## config.mk

```make
export PLATFORM = sky130hd
export DESIGN_NAME = srm_controller
export DESIGN_NICKNAME = d
export VERILOG_FILES = /design/src/rtl/srm_pkg.sv /design/src/rtl/srm_status_reg.sv /design/src/rtl/srm_controller.sv
export SDC_FILE = /design/constraint.sdc
export NUM_CORES = 1
export LEC_CHECK = 0
export CAP_MARGIN = 10
export CORE_AREA = 2 2 56 58
export DETAILED_ROUTE_END_ITERATION = 12
export DIE_AREA = 0 0 58 60
export HOLD_SLACK_MARGIN = 0.02
export PLACE_DENSITY = 0.55
export RECOVER_POWER = 100
export SYNTH_ARGS = -nofsm -noshare
export SYNTH_HDL_FRONTEND = slang
export SYNTH_SLANG_ARGS = --single-unit
export TNS_END_PERCENT = 20
```

## constraint.sdc

```tcl
create_clock -name clk -period 2.6 [get_ports clk]
set_input_delay 0.65 -clock clk [delete_from_list [all_inputs] [get_ports clk]]
set_output_delay 0.65 -clock clk [all_outputs]
set_load 0.02 [all_outputs]
```

## src/rtl/srm_pkg.sv

```systemverilog
// Shared encodings for the Simple RISC Machine control path: opcodes, ALU ops,
// controller states and the register/writeback select codes.
package srm_pkg;

  localparam logic [2:0] OPC_MOV = 3'b110;
  localparam logic [2:0] OPC_ALU = 3'b101;

  localparam logic [1:0] OP_MOV  = 2'b00;
  localparam logic [1:0] OP_MOVI = 2'b10;

  localparam logic [1:0] ALU_ADD = 2'b00;
  localparam logic [1:0] ALU_CMP = 2'b01;
  localparam logic [1:0] ALU_AND = 2'b10;
  localparam logic [1:0] ALU_MVN = 2'b11;

  localparam logic [2:0] NSEL_NONE = 3'b000;
  localparam logic [2:0] NSEL_RN   = 3'b001;
  localparam logic [2:0] NSEL_RD   = 3'b010;
  localparam logic [2:0] NSEL_RM   = 3'b100;

  localparam logic [1:0] VSEL_C   = 2'b00;
  localparam logic [1:0] VSEL_IMM = 2'b10;

  typedef enum logic [2:0] {
    S_WAIT      = 3'd0,
    S_DECODE    = 3'd1,
    S_GET_A     = 3'd2,
    S_GET_B     = 3'd3,
    S_EXEC      = 3'd4,
    S_WRITE_REG = 3'd5,
    S_WRITE_IMM = 3'd6
  } state_t;

endpackage

```

## src/rtl/srm_status_reg.sv

```systemverilog
// Load-enable status flag register with synchronous reset; one flop per bit so
// branch logic can later reuse it at other widths.
module srm_status_reg #(
  parameter int WIDTH = 3
) (
  input  logic             clk,
  input  logic             reset,
  input  logic             load,
  input  logic [WIDTH-1:0] d,
  output logic [WIDTH-1:0] q
);

  genvar gi;
  generate
    for (gi = 0; gi < WIDTH; gi++) begin : g_bit
      logic bit_reg;

      always_ff @(posedge clk) begin
        if (reset) begin
          bit_reg <= 1'b0;
        end else if (load) begin
          bit_reg <= d[gi];
        end
      end

      assign q[gi] = bit_reg;
    end
  endgenerate

endmodule

```

## src/rtl/srm_controller.sv

```systemverilog
// Instruction-sequencing FSM for the Simple RISC Machine datapath. Outputs are
// Moore-decoded from the state and the instruction fields latched in WAIT.
module srm_controller
  import srm_pkg::*;
(
  input  logic       clk,
  input  logic       reset,
  input  logic       s,
  input  logic [2:0] opcode,
  input  logic [1:0] op,
  input  logic       Z_in,
  input  logic       N_in,
  input  logic       V_in,
  output logic       w,
  output logic [2:0] nsel,
  output logic [1:0] vsel,
  output logic       loada,
  output logic       loadb,
  output logic       loadc,
  output logic       loads,
  output logic       write,
  output logic       asel,
  output logic       bsel,
  output logic [1:0] ALUop,
  output logic       Z_out,
  output logic       N_out,
  output logic       V_out
);

  state_t     state_reg, state_next;
  logic [2:0] opcode_reg;
  logic [1:0] op_reg;
  logic [2:0] status_q;

  logic is_movi, is_mov, is_alu, is_cmp, is_mvn;

  assign is_movi = (opcode_reg == OPC_MOV) && (op_reg == OP_MOVI);
  assign is_mov  = (opcode_reg == OPC_MOV) && (op_reg == OP_MOV);
  assign is_alu  = (opcode_reg == OPC_ALU);
  assign is_cmp  = is_alu && (op_reg == ALU_CMP);
  assign is_mvn  = is_alu && (op_reg == ALU_MVN);

  // Instruction fields are captured only when a start is accepted, so input
  // changes mid-instruction cannot alter the sequence.
  always_ff @(posedge clk) begin
    if (reset) begin
      state_reg  <= S_WAIT;
      opcode_reg <= 3'b000;
      op_reg     <= 2'b00;
    end else begin
      state_reg <= state_next;
      if (state_reg == S_WAIT && s) begin
        opcode_reg <= opcode;
        op_reg     <= op;
      end
    end
  end

  always_comb begin
    state_next = state_reg;
    w          = 1'b0;
    nsel       = NSEL_NONE;
    vsel       = VSEL_C;
    loada      = 1'b0;
    loadb      = 1'b0;
    loadc      = 1'b0;
    loads      = 1'b0;
    write      = 1'b0;
    asel       = 1'b0;
    bsel       = 1'b0;
    ALUop      = ALU_ADD;

    case (state_reg)
      S_WAIT: begin
        w = 1'b1;
        if (s) state_next = S_DECODE;
      end
      S_DECODE: begin
        if (is_movi)               state_next = S_WRITE_IMM;
        else if (is_mov || is_mvn) state_next = S_GET_B;
        else if (is_alu)           state_next = S_GET_A;
        else                       state_next = S_WAIT;
      end
      S_GET_A: begin
        nsel       = NSEL_RN;
        loada      = 1'b1;
        state_next = S_GET_B;
      end
      S_GET_B: begin
        nsel       = NSEL_RM;
        loadb      = 1'b1;
        state_next = S_EXEC;
      end
      S_EXEC: begin
        ALUop = is_alu ? op_reg : ALU_ADD;
        asel  = is_mov;
        // CMP only updates flags; every other instruction goes on to writeback.
        if (is_cmp) begin
          loads      = 1'b1;
          state_next = S_WAIT;
        end else begin
          loadc      = 1'b1;
          state_next = S_WRITE_REG;
        end
      end
      S_WRITE_REG: begin
        nsel       = NSEL_RD;
        vsel       = VSEL_C;
        write      = 1'b1;
        state_next = S_WAIT;
      end
      S_WRITE_IMM: begin
        nsel       = NSEL_RN;
        vsel       = VSEL_IMM;
        write      = 1'b1;
        state_next = S_WAIT;
      end
      default: state_next = S_WAIT;
    endcase
  end

  srm_status_reg #(.WIDTH(3)) u_status (
    .clk   (clk),
    .reset (reset),
    .load  (loads),
    .d     ({Z_in, N_in, V_in}),
    .q     (status_q)
  );

  assign Z_out = status_q[2];
  assign N_out = status_q[1];
  assign V_out = status_q[0];

endmodule

```

==> results.md <==
- Status: complete, no violations
- Post-Synthesis Cells: 77
- Pin slew with the least headroom to its limit: 818 ps
- Max-Cap Viols: 0
- DR pass1 iterations: 2
- Max-slew violations: 0
- Final nets: 116
- CTS Buf Count: 3
- ANT cells: 0
- Wire per inst: 11.2 µm
- DP Worst Slack: 359 ps
- Power after layout: 0.000363 W
- Register area: 220 µm²
- Skew-Pair Late Insertion Delay: 260 ps
- Setup CP Type: reg2out
- Setup TNS: 0 ps
- CTS root buffer: clkbuf_4
- Element type at the critical path start: flop
- CP arrival: 1840 ps
- First-pass GRT wire length: 2760 µm
- YS warnings: 0
- Placed wire-length estimate: 1230 µm
- CTS Hold Bufs: 0
- Clock skew: 4.31 ps
- Fmax: 401 MHz
- Core ar.: 0.00290 mm²
- RSZ-0062 raised after global routing: false
- DRC Markers: 0
- Port bufs: 26
- CP max FO: 5
- Leakage: 0.441 nW
- CTS H-tree depth: 1
- DR iter-0 viols: 6
- Io pins: 29
- DIE WIDTH: 58 µm
- Worst-path clk slew: 70 ps
- Post-synth EDFFs: 0
- Syn-to-layout area delta: 43.8%
- Gpl congestion: 0.709
- DR vias: 612
- Avg Inst Size Synth: 8.90 µm²
- Max stage delay cell, worst path: clkdlybuf4s50_1
- Multi-input gate area: 403 µm²
- Synth Flop Type: dfxtp_1
- Grt ovf: 0
- Final hold slack: 478 ps
- Vias per inst: 4.47
- Setup-failing EPs final: 0
- Placed inst area: 975 µm²
- Synth unique cells: 31
- Post-route minimum period: 2490 ps
- Crit path buffers/inverters: 2
- Worst path cell trace: or3b_4, o21bai_1, inv_1, clkdlybuf4s50_1
- Routed Wire Length: 1540 µm
- Largest net degree at the start of global routing: 14
- Pwr dens: 368 mW/mm²
- CP Data Required Time: 1950 ps
- Bufs on Longest Clock Path: 2
- Post-CTS setup buffer count: 0
- Final ANT Viol Nets: 0
- Fillers: 309
- Seq/Total Area, Yosys: 32.1%
- Initial Utilization: 23.6%
- Final instance area: 986 µm²
- Num rows: 20
- Largest incremental delay on the critical path: 590 ps
- Delay-heaviest family, CP: buffers and inverters
- Final worst-path cycle share: 95.9%
- Gr usage total: 10.2%
- DIE AREA: 0.00348 mm²
- Num Clock Sinks: 11
- Cell Area, Synth: 686 µm²
- Final worst setup slack: 107 ps
- CTS tree: yes
- Hold Crit Class: reg2reg
- Max IR drop VDD: 0.197 mV
- Ratio of cells with drive above 1 in the final layout: 11.5%
- Vias in the first global route: 641
- Slew margin rel.: 45.3%
- Crit end category: primary output
- Final Hold Viols: 0
- Initial antenna violation count: 0
- Ys async rst share: 0%
- Die Ht: 60 µm
- Yosys reg bits: 11
-- routing by layer --
metal | track usage, % | wire length (µm) | vias up
met5 | 0 | 0 | -
met4 | 3.99 | 5 | 0
met3 | 3.25 | 106 | 2
met2 | 18.3 | 796 | 18
met1 | 11.1 | 627 | 279
li1 | - | - | 313
-- layout by cell type, fill, tap and decap left out, types with 2 or more instances in the layout --
master | Yosys | final
clkbuf_4 | 0 | 3
nor3_1 | 2 | 2
a31oi_1 | 2 | 2
nor2_1 | 10 | 10
conb_1 | 1 | 2
clkdlybuf4s50_1 | 0 | 10
dlygate4sd3_1 | 0 | 15
nor3b_1 | 2 | 2
dfxtp_1 | 11 | 11
and2_1 | 2 | 2
mux2i_1 | 8 | 8
nand3_1 | 2 | 2
clkbuf_1 | 3 | 2
buf_4 | 4 | 4
nand2b_1 | 7 | 7
nor2b_1 | 3 | 3
inv_1 | 3 | 3
-- metrics by stage --
stage / std cells / util (%)
after floorplan: 78 / -
after global placement: 133 / 33.6
after detailed placement: 133 / 33.6
after CTS: 137 / 34.5
after global routing: 137 / 34.0
final: 137 / 34.0
-- worst min-delay path, cell delays in order (launching register included) --
cell	delay (ps)
dfxtp_1	310
nand2b_1	60
mux2i_1	60
-- timing repair --
| item | CTS | global route |
|---|---|---|
| hold endpoints to repair | 0 | 0 |
| resized for setup | 0 | 1 |
| setup endpoints to repair | 0 | 1 |
-- kinds of logic (layout without fill, tap and decap cells) --
logic type / count (synthesis) / in the layout / synth area share (%)
AOI/OAI and AO/OA: 9 / 9 / 8.76
buffers and inverters: 11 / 37 / 8.39
DFF: 11 / 11 / 32.1
muxes: 8 / 8 / 11.7
other: 1 / 2 / 0.547
and+or+nand+nor: 37 / 37 / 38.5
-- power by group --
group	internal, W	leakage (nW)	switching [W]	total, W
clock	0.0000593	0.0150	0.0000561	0.000115
sequential	0.000175	0.0897	0.00000980	0.000185
combinational	0.0000354	0.336	0.0000274	0.0000628
-- layout make-up --
type                    count  area share, %
flip-flops and latches     11           22.3
repair buffers             30           28.8
well taps                  33           4.19
clock buffers               4           2.66
inverters                   3           1.14
multi-input cells          56           40.9
-- synthesized netlist by cell type (2+ instances only) --
cell type / instances / area share, %
dfxtp_1: 11 / 32
and2_1: 2 / 1.8
buf_4: 4 / 4.4
mux2i_1: 8 / 12
nand2b_1: 7 / 6.4
nor2b_1: 3 / 2.7
clkbuf_1: 3 / 1.6
nor3_1: 2 / 1.5
nor2_1: 10 / 5.5
inv_1: 3 / 1.6
a31oi_1: 2 / 1.8
nand3_1: 2 / 1.5
nor3b_1: 2 / 2.2
-- path summary, 6_finish.rpt --
path	startpoint	to	slack (ps)	depth (start not counted)
setup / recovery	state_reg[0]	loadc	110	4
hold / removal	u_status.g_bit[2].bit_reg	u_status.g_bit[2].bit_reg	480	2
setup reg to reg	state_reg[2]	op_reg[1]	950	4
hold reg to reg	u_status.g_bit[2].bit_reg	u_status.g_bit[2].bit_reg	480	2
Note: power is estimated with default switching activity, not from simulation.
